--- config.mk ---
export PLATFORM = sky130hd
export DESIGN_NAME = load_store_unit
export DESIGN_NICKNAME = d
export VERILOG_FILES = /design/src/rtl/load_store_unit.sv
export SDC_FILE = /design/constraint.sdc
export NUM_CORES = 1
export LEC_CHECK = 0
export CAP_MARGIN = 40
export CELL_PAD_IN_SITES_DETAIL_PLACEMENT = 0
export CELL_PAD_IN_SITES_GLOBAL_PLACEMENT = 1
export CORE_ASPECT_RATIO = 0.5
export CORE_MARGIN = 2
export CORE_UTILIZATION = 35
export CTS_BUF_LIST = sky130_fd_sc_hd__clkbuf_8
export DETAILED_ROUTE_END_ITERATION = 6
export PLACE_DENSITY_LB_ADDON = 0.2
export SYNTH_ARGS = -nofsm -noshare
export SYNTH_HDL_FRONTEND = slang
export SYNTH_SLANG_ARGS = --single-unit
export TNS_END_PERCENT = 10
--- constraint.sdc ---
create_clock -name clk -period 5.15 [get_ports clk]
set_input_delay 1.03 -clock clk [delete_from_list [all_inputs] [get_ports clk]]
set_output_delay 1.03 -clock clk [all_outputs]
set_load 0.01 [all_outputs]
--- src/rtl/load_store_unit.sv ---
// Load/store unit between execute and a word-indexed data memory.
// Handles sub-word stores by read-modify-write and extends sub-word loads.
module load_store_unit #(
    parameter int MEM_DEPTH = 256
) (
    input  logic        clk,
    input  logic        reset,
    input  logic        req_valid,
    output logic        req_ready,
    input  logic        req_write,
    input  logic [1:0]  req_size,
    input  logic        req_signed,
    input  logic [31:0] req_addr,
    input  logic [31:0] req_wdata,
    output logic        resp_valid,
    input  logic        resp_ready,
    output logic [31:0] resp_rdata,
    output logic        resp_error,
    output logic [31:0] mem_address,
    output logic [31:0] mem_write_data,
    output logic        mem_write_enable,
    input  logic [31:0] mem_read_data
);

    typedef enum logic [2:0] {
        IDLE,
        LOAD,
        RMW_READ,
        WRITE,
        RESP
    } state_t;

    localparam logic [1:0]  SIZE_BYTE = 2'b00;
    localparam logic [1:0]  SIZE_HALF = 2'b01;
    localparam logic [1:0]  SIZE_WORD = 2'b10;
    localparam logic [29:0] DEPTH_IDX = 30'(MEM_DEPTH);

    state_t      state_q, state_d;
    logic [1:0]  size_q, size_d;
    logic        signed_q, signed_d;
    logic [31:0] addr_q, addr_d;
    logic [31:0] data_q, data_d;       // store data, then the merged word to write
    logic [31:0] rdata_q, rdata_d;
    logic        error_q, error_d;
    logic        req_error;

    function automatic logic [31:0] extend_load(input logic [31:0] word, input logic [1:0] size,
                                                input logic [1:0] lane, input logic sgn);
        logic [7:0]  b;
        logic [15:0] h;
        b = word[{lane, 3'b000} +: 8];
        h = word[{lane[1], 4'b0000} +: 16];
        case (size)
            SIZE_BYTE: extend_load = {{24{sgn & b[7]}}, b};
            SIZE_HALF: extend_load = {{16{sgn & h[15]}}, h};
            default:   extend_load = word;
        endcase
    endfunction

    function automatic logic [31:0] merge_store(input logic [31:0] old, input logic [31:0] wd,
                                                input logic [1:0] size, input logic [1:0] lane);
        logic [31:0] w;
        w = old;
        if (size == SIZE_BYTE) begin
            w[{lane, 3'b000} +: 8] = wd[7:0];
        end else begin
            w[{lane[1], 4'b0000} +: 16] = wd[15:0];
        end
        merge_store = w;
    endfunction

    always_comb begin
        req_error = 1'b0;
        case (req_size)
            SIZE_HALF: req_error = req_addr[0];
            SIZE_WORD: req_error = |req_addr[1:0];
            2'b11:     req_error = 1'b1;
            default:   req_error = 1'b0;
        endcase
        if (req_addr[31:2] >= DEPTH_IDX) begin
            req_error = 1'b1;
        end
    end

    always_comb begin
        state_d  = state_q;
        size_d   = size_q;
        signed_d = signed_q;
        addr_d   = addr_q;
        data_d   = data_q;
        rdata_d  = rdata_q;
        error_d  = error_q;
        case (state_q)
            IDLE: begin
                if (req_valid) begin
                    size_d   = req_size;
                    signed_d = req_signed;
                    addr_d   = req_addr;
                    data_d   = req_wdata;
                    rdata_d  = 32'h0;
                    error_d  = req_error;
                    if (req_error) begin
                        state_d = RESP;
                    end else if (!req_write) begin
                        state_d = LOAD;
                    end else if (req_size == SIZE_WORD) begin
                        state_d = WRITE;
                    end else begin
                        state_d = RMW_READ;
                    end
                end
            end
            LOAD: begin
                rdata_d = extend_load(mem_read_data, size_q, addr_q[1:0], signed_q);
                state_d = RESP;
            end
            RMW_READ: begin
                data_d  = merge_store(mem_read_data, data_q, size_q, addr_q[1:0]);
                state_d = WRITE;
            end
            WRITE: begin
                state_d = RESP;
            end
            RESP: begin
                if (resp_ready) begin
                    state_d = IDLE;
                end
            end
            default: state_d = IDLE;
        endcase
    end

    // NOTE: reset is sampled on the clock edge here, so it lives inside the clocked branch.
    always_ff @(posedge clk) begin
        if (reset) begin
            state_q  <= IDLE;
            size_q   <= 2'b00;
            signed_q <= 1'b0;
            addr_q   <= 32'h0;
            data_q   <= 32'h0;
            rdata_q  <= 32'h0;
            error_q  <= 1'b0;
        end else begin
            state_q  <= state_d;
            size_q   <= size_d;
            signed_q <= signed_d;
            addr_q   <= addr_d;
            data_q   <= data_d;
            rdata_q  <= rdata_d;
            error_q  <= error_d;
        end
    end

    // Reset gates the strobe combinationally so a reset in WRITE never reaches memory.
    assign mem_write_enable = (state_q == WRITE) && !reset;
    assign mem_address      = {2'b00, addr_q[31:2]};
    assign mem_write_data   = data_q;
    assign req_ready        = (state_q == IDLE);
    assign resp_valid       = (state_q == RESP);
    assign resp_rdata       = rdata_q;
    assign resp_error       = error_q;

endmodule
Word-level counts from Yosys, hierarchy flattened
Index checks and enable logic that the tools add are counted.

Output and inout bits: 100. Register bits: 103.

Bitwise logic cells: 2. Order comparisons: 1. Multiplexer cells: 16. Reduce and logical (&&, ||, !) cells: 12. Equality and inequality tests: 10. Shift-type cells: 6. Add/sub/neg operators: 2.

Operator list (number): 32-bit case mux with 2 select lines (3); 32-bit 2-to-1 mux (3); 32-bit bitwise mux (2); 16-bit by 7-bit variable shift with 32-bit output (first input constant) (1); 8-bit by 7-bit variable shift with 32-bit output (first input constant) (1); 16-bit by 7-bit indexed part select with 32-bit output (1); 32-bit by 6-bit indexed part select with 16-bit output (1); 32-bit by 6-bit indexed part select with 8-bit output (1); 8-bit by 7-bit indexed part select with 32-bit output (1); 30-bit by 9-bit greater-or-equal comparator with 1-bit output (second input constant) (1); 5-bit negation with 7-bit output (2); 3-bit case mux with 4 select lines (1); 3-bit 2-to-1 mux (3); 2-bit AND reduction (4); 3-bit by 2-bit equality test with 1-bit output (second input constant) (2); 2-bit by 1-bit equality test with 1-bit output (second input constant) (2); 2-bit equality test (second input constant) (2); 2-bit nonzero test (2); 2-bit OR reduction (2); 3-bit by 1-bit equality test with 1-bit output (second input constant) (1); 3-bit equality test (second input constant) (1); 3-bit logical NOT (1); 1-bit case mux with 3 select lines (1); 1-bit bitwise AND (2); other kinds (7) (8).

Depth between registers and ports, before layout
Gate-level depths: netlist of the first run.

Depth in word-level cells: 6. Mapped depth: 8. Gate-level depth less buffers: 6.

Worst setup path before layout of the first run
OpenSTA, ideal clock, no wires.

Kind: input-to-output. Start point: input reset. End point: output mem_write_enable. Cell stages on the path: 2. Arrival time: 1.602 ns. Slack: 2.518 ns. Path buffers: 0. Required time: 4.120 ns. Cell sequence: or3b_1 nor2_1.

Longest elaborated chain between the ends: 2.

RTL lines: start: declaration (RTL line 7) `input logic reset,`; 1-bit logical NOT (RTL line 155) `assign mem_write_enable = (state_q == WRITE) && !reset;`; 1-bit logical AND (RTL line 155); end: declaration (RTL line 21) `output logic mem_write_enable,`.

No other way between the ends.

Final worst setup path of the first run
Start point: register state_q[1]. End point: output mem_write_enable.

Longest elaborated chain between the ends: 2.

RTL lines: start: declaration (RTL line 38) `state_t state_q, state_d;`; start signal: assignment (RTL line 144) `state_q <= state_d;`; 3-bit by 2-bit equality test with 1-bit output (RTL line 155); 1-bit logical AND (RTL line 155).

No other way between the ends.

==> results.toml, run 1 <==
[run_status]
status = "complete, no violations"

[sta]
min_period_over_period_pct = 64.1
skew_ns = 0.0111
slew_violations = 0
hold_violations = 0
rsz0062_at_grt = "no"
worst_pin_slew_ns = 0.841
fmax_ghz = 0.303
setup_viol = 0
relSlewSlack_pct = 43.8
fin_tns_setup_ns = 0
period_minus_slack_ns = 3.30

[yosys]
synth_top_area_cell = "dfxtp_1"
ys_async_sr_fraction_pct = 0
yosys-top-cells-area = "dfxtp_1 (39%), a21oi_1 (7.3%), nand2_1 (6.9%)"
synth_cell_types = 55
synth_edf_count = 0
synth_top_area_share_pct = 39.3
netlist_area_mm2 = 0.00525
yosys_warnings = 0
synth_area_per_cell_um2 = 8.39
seq_area_frac_synth_pct = 39.3
synth_seq_cells = 103
netlist_instances = 625
ys.flop_type = "dfxtp_1"

[cells_and_area]
nFillCells = 1407
layout_common_cells = "clkdlybuf4s50_1 (200), dfxtp_1 (103), nand2_1 (97), a21oi_1 (76), nor2_1 (35)"
syn_to_final_growth_pct = 40.5
nNetsFinal = 882
n_antenna_cell = 0
multi_input_area_mm2 = 0.00272
drive_gt1_share_pct = 6.43
final_common_cell = "clkdlybuf4s50_1"
final_core_util_pct = 50.7
regArea_mm2 = 0.00206

[critical_path]
critical_path.endpoint_type = "primary output"
cp_max_fo = 18
rr_endpoint = "mem_write_data[20]"
reg2reg_slack_ns = 2.44
path_buf_inv = 2
reg2regPathDepth = 8
max_stage_delay_ns = 0.73
crit_slowest_cell = "dfxtp_1"
critPathTopFamily = "buffers and inverters"
cp_data_arrival_time_ns = 2.27
path_class = "register to primary output"
start_kind = "register"
path_cells = "inv_1, nor2_1, clkdlybuf4s50_1"
r2r-start = "addr_q[1]"
worst_ep_required_time_ns = 4.12

[clock_tree]
cts_resized = 0
clock_latency_ns = 0.38
root_buffer = "clkbuf_8"
clk_pin_slew_ns = 0.10
cts_sinks = 103
clock_path_buffers = 2
numCtsBuffers = 9
cts_tree = "done"
htreeDepth = 3
ctsHoldBuffers = 0
post-cts-setup-buffers = 0

[job]
cap_violations = 0

[floorplanning]
die_h_um = 90.6
die_area_mm2 = 0.0160
die_x_um = 177
ioPinCount = 204
rows = 31
core_mm2 = 0.0145
initial_utilization_pct = 36.1

[routing]
routedWlPerCell_um = 19.2
via_per_inst = 5.44
via_count = 5309
drtIter0Drc = 372
first_pass_iters = 5
drc = 0
routed_wl_um = 18800
ant_nets = 0

[min_path]
hold_class = "register to register"
worstHoldEndpoint = "addr_q[19]"
holdPathStages = 2
hp-start = "addr_q[19]"

[global_route]
grt_remaining_overflow = 0
grt_max_degree = 65
antenna_found_initial = 0
grt_pass1_vias = 5013
grt_pass1_wl_um = 28300
grt_usage_pct = 22.7

[placed_design]
dp_hpwl_um = 13800
numPortBuffers = 201
gp_congestion = 0.897

[power]
p_int_mw = 1.29
leakage_nw = 2.50
p_switching_mw = 0.562
pwr-share-seq_pct = 47.3
clkPwrFrac_pct = 30.0
power.density_mw_per_mm2 = 251
sw_frac_of_total_pct = 30.4
p_comb_share_pct = 22.7
vdd_drop_max_v = 0.000122
cells by family (layout without fill, tap and decap cells):
group / count (synthesis) / after routing / share of synthesized area, %
multiplexers: 17 / 17 / 3.46
adder cells (fa/ha/maj): 5 / 5 / 1.19
other: 1 / 2 / 0.0715
flip-flops: 103 / 103 / 39.3
buffers and inverters: 85 / 237 / 8.94
AND/OR/NAND/NOR: 189 / 189 / 17.0
AO/OA/AOI/OAI: 225 / 225 / 30.0
cells in the mapped netlist (11+ instances only):
| library cell | count |
|---|---|
| dfxtp_1 | 103 |
| nor2_1 | 36 |
| nand2b_1 | 13 |
| a211oi_1 | 26 |
| a221oi_1 | 14 |
| o2bb2ai_1 | 24 |
| nand2_1 | 97 |
| buf_4 | 34 |
| o21ai_0 | 25 |
| buf_2 | 11 |
| clkbuf_1 | 26 |
| a21oi_1 | 76 |
worst max-delay path by stage:
stage	end	start	cells past startpoint	slack, ns
after floorplan	mem_write_enable	reset	2	2.52
after global placement	size_q[1]	req_valid	5	1.84
after detailed placement	addr_q[3]	req_valid	5	1.77
after CTS	mem_write_enable	state_q[1]	3	1.87
after global routing	mem_write_enable	state_q[1]	3	1.74
final	mem_write_enable	state_q[1]	3	1.85
worst register-to-register path: cells and delay by family, from the launching register on:
family                   cells  cell delay (ns)
buffers and inverters        3             0.89
AND/OR/NAND/NOR              2             0.67
adder cells (fa/ha/maj)      1             0.41
AO/OA/AOI/OAI                2             0.36
flip-flops                   1             0.32
stage by stage:
stage               std cells  hold WS [ns]  power [mW]  instance area [um2]  setup slack [ns]
global route              976         0.471        1.93                 7370              1.74
floorplan                 626         0.436        1.10                 5250              2.52
finish                    976         0.458        1.85                 7370              1.85
CTS                       976         0.464        1.87                 7370              1.87
global placement          956         0.441        1.31                 7120              1.84
detailed placement        960         0.448        1.31                 7160              1.77
cell type report:
class | instances | area share (%)
multi-input combinational | 438 | 36.9
clock inverter | 7 | 1.21
timing repair buffer | 212 | 28.4
tap | 198 | 3.36
clock buffer | 9 | 1.68
inverter | 9 | 0.458
sequential | 103 | 28.0
sequential cells by signal (all words and copies together) (netlist names):
name,flops
state_q,3
signed_q,1
addr_q,32
resp_rdata,32
mem_write_data,32
resp_error,1
size_q,2
metal layers:
| layer | global-route usage [%] | part of all wire [%] | up-vias |
|---|---|---|---|
| met2 | 33.2 | 43 | 213 |
| met1 | 32.5 | 47 | 2515 |
| li1 | - | - | 2560 |
| met4 | 6.40 | 1.6 | 0 |
| met5 | 0 | 0 | - |
| met3 | 6.14 | 8.5 | 21 |
power groups by stage:
stage	registers [mW]	clock network (mW)	logic, mW
detailed placement	0.893	0	0.419
global route	0.880	0.599	0.454
floorplan	0.889	0	0.211
CTS	0.875	0.571	0.420
finish	0.875	0.555	0.421
global placement	0.892	0	0.417
(Power assumes the default switching activity.)
==> inputs of run 2 (changes only) <==
--- a/config.mk
+++ b/config.mk
@@ -10,7 +10,7 @@
 export CELL_PAD_IN_SITES_GLOBAL_PLACEMENT = 1
 export CORE_ASPECT_RATIO = 0.5
 export CORE_MARGIN = 2
-export CORE_UTILIZATION = 35
+export CORE_UTILIZATION = 29
 export CTS_BUF_LIST = sky130_fd_sc_hd__clkbuf_8
 export DETAILED_ROUTE_END_ITERATION = 6
 export PLACE_DENSITY_LB_ADDON = 0.2
==> constraint.sdc (replaced) <==
create_clock -name clk -period 3 [get_ports clk]
set_input_delay 0.6 -clock clk [delete_from_list [all_inputs] [get_ports clk]]
set_output_delay 0.6 -clock clk [all_outputs]
set_load 0.01 [all_outputs]
==> run 2 against run 1 <==
Critical path depth did not move. Combinational power rose by 74%. Sequential power rose by 73%. Highest routed layer unchanged. Count of clock-buffer cells in the layout rose by 2. Global-route usage fell by 2.0 points. Clock skew fell by 0.00079 ns. Via count rose by 1.1%. Final cell count rose by 4.6%. Critical path type unchanged. Setup slack got worse by 1.5 ns. Sequential share of layout area fell by 0.52 points. Die area rose by 20%.
==> results.toml, run 2 (synthesis gave the netlist of run 1 again) <==
[clock_tree]
ctsHoldBuffers = 0
cts_resized = 0
htreeDepth = 3
post-cts-setup-buffers = 0
numCtsBuffers = 9
cts_tree = "done"
clock_latency_ns = 0.38
root_buffer = "clkbuf_8"
clk_pin_slew_ns = 0.10
cts_sinks = 103
clock_path_buffers = 2

[critical_path]
crit_slowest_cell = "dfxtp_1"
start_kind = "register"
cp_max_fo = 13
r2r-start = "size_q[0]"
path_buf_inv = 1
path_class = "register to primary output"
max_stage_delay_ns = 0.58
cp-startpoint = "state_q[0]"
reg2reg_slack_ns = 0.67
worst_ep_required_time_ns = 2.40
path_cells = "or3b_1, nor2_1, clkdlybuf4s50_1"
critPathTopFamily = "flip-flops"
rr_endpoint = "mem_write_data[3]"
cp_data_arrival_time_ns = 2.06
critical_path.endpoint_type = "primary output"
reg2regPathDepth = 4

[floorplanning]
ioPinCount = 204
die_area_mm2 = 0.0192
die_x_um = 194
core_mm2 = 0.0175
rows = 34
die_h_um = 99.1
initial_utilization_pct = 29.9

[global_route]
grt_usage_pct = 20.8
grt_pass1_vias = 5364
antenna_found_initial = 0
grt_remaining_overflow = 0
grt_max_degree = 65
grt_pass1_wl_um = 31000

[sta]
relSlewSlack_pct = 50.3
worst_pin_slew_ns = 0.745
min_period_over_period_pct = 88.5
setup_viol = 0
skew_ns = 0.0104
hold_violations = 0
period_minus_slack_ns = 2.66
fin_tns_setup_ns = 0
fmax_ghz = 0.377
rsz0062_at_grt = "no"
slew_violations = 0

[placed_design]
numPortBuffers = 201
gp_congestion = 0.834
dpl_cell_area_mm2 = 0.00728
dp_hpwl_um = 14900

[power]
vdd_drop_max_v = 0.000212
power.density_mw_per_mm2 = 435
leakage_nw = 2.55

[cells_and_area]
syn_to_final_growth_pct = 43.2
final_common_cell = "clkdlybuf4s50_1"
regArea_mm2 = 0.00206
multi_input_area_mm2 = 0.00272
n_antenna_cell = 0
final_area_mm2 = 0.00751
nFillCells = 1823
nNetsFinal = 891
layout_common_cells = "clkdlybuf4s50_1 (200), dfxtp_1 (103), nand2_1 (97), a21oi_1 (76), nor2_1 (35)"
drive_gt1_share_pct = 7.50

[min_path]
worstHoldEndpoint = "addr_q[8]"
holdPathStages = 2
hold_class = "register to register"
hp-start = "addr_q[8]"

[routing]
drtIter0Drc = 384
ant_nets = 0
drc = 0
first_pass_iters = 5
routedWlPerCell_um = 19.9
via_per_inst = 5.26
via_count = 5366
routed_wl_um = 20300

[job]
cap_violations = 0

[run_status]
status = "complete, no violations"
## run 2: cell types whose count changed in the layout (fill, tap and decap cells not counted)
cell / before / now
clkinvlp_4: 1 / 2
buf_4: 9 / 19
clkinv_2: 0 / 1
buf_12: 0 / 1
clkbuf_8: 9 / 11
bufinv_16: 1 / 2
buf_8: 1 / 0
inv_8: 3 / 0
buf_2: 2 / 1
clkinv_4: 2 / 0
## run 2: cell type report
| type | count | area share (%) |
|---|---|---|
| multi-input cells | 438 | 36.2 |
| clock buffers | 11 | 2.02 |
| repair buffers | 221 | 28.9 |
| flip-flops and latches | 103 | 27.5 |
| clock inverters | 5 | 1.07 |
| inverters | 9 | 0.450 |
| well taps | 234 | 3.90 |
## run 2: worst register-to-register path: stages, from the launching register on
cell,delay [ns]
dfxtp_1,0.56
o21bai_1,0.56
nor3b_2,0.64
a22oi_1,0.23
a211oi_1,0.26
## run 2: layer usage
| layer | routed length, um | up-vias | global-route usage, % |
|---|---|---|---|
| li1 | - | 2580 | - |
| met1 | 9550 | 2556 | 29.0 |
| met2 | 9100 | 210 | 32.0 |
| met3 | 1360 | 20 | 5.70 |
| met4 | 269 | 0 | 4.78 |
| met5 | 0 | - | 0 |
## run 2: report_power, final
group          internal [mW]  total (mW)  switching, mW
Combinational          0.376       0.734          0.357
Sequential              1.44        1.51         0.0700
Clock                  0.515        1.02          0.508
## run 2: through the flow
stage	cells	setup slack, ns	utilization, %	hold slack [ns]	power, mW
4_1_cts	1021	0.295	42.9	0.464	3.31
3_3_place_gp	1005	0.613	41.5	0.441	2.27
3_5_place_dp	1005	0.551	41.5	0.449	2.27
2_1_floorplan	626	1.01	-	0.436	1.89
5_1_grt	1021	0.206	42.9	0.480	3.42
6_report	1021	0.344	42.9	0.461	3.26
## run 2: worst max-delay path by stage
stage | end | slack [ns] | depth (start not counted)
after floorplan | mem_write_data[13] | 1.01 | 7
after global placement | addr_q[2] | 0.61 | 5
after detailed placement | addr_q[15] | 0.55 | 5
after CTS | mem_write_enable | 0.29 | 3
after global routing | mem_write_enable | 0.21 | 3
final | mem_write_enable | 0.34 | 3
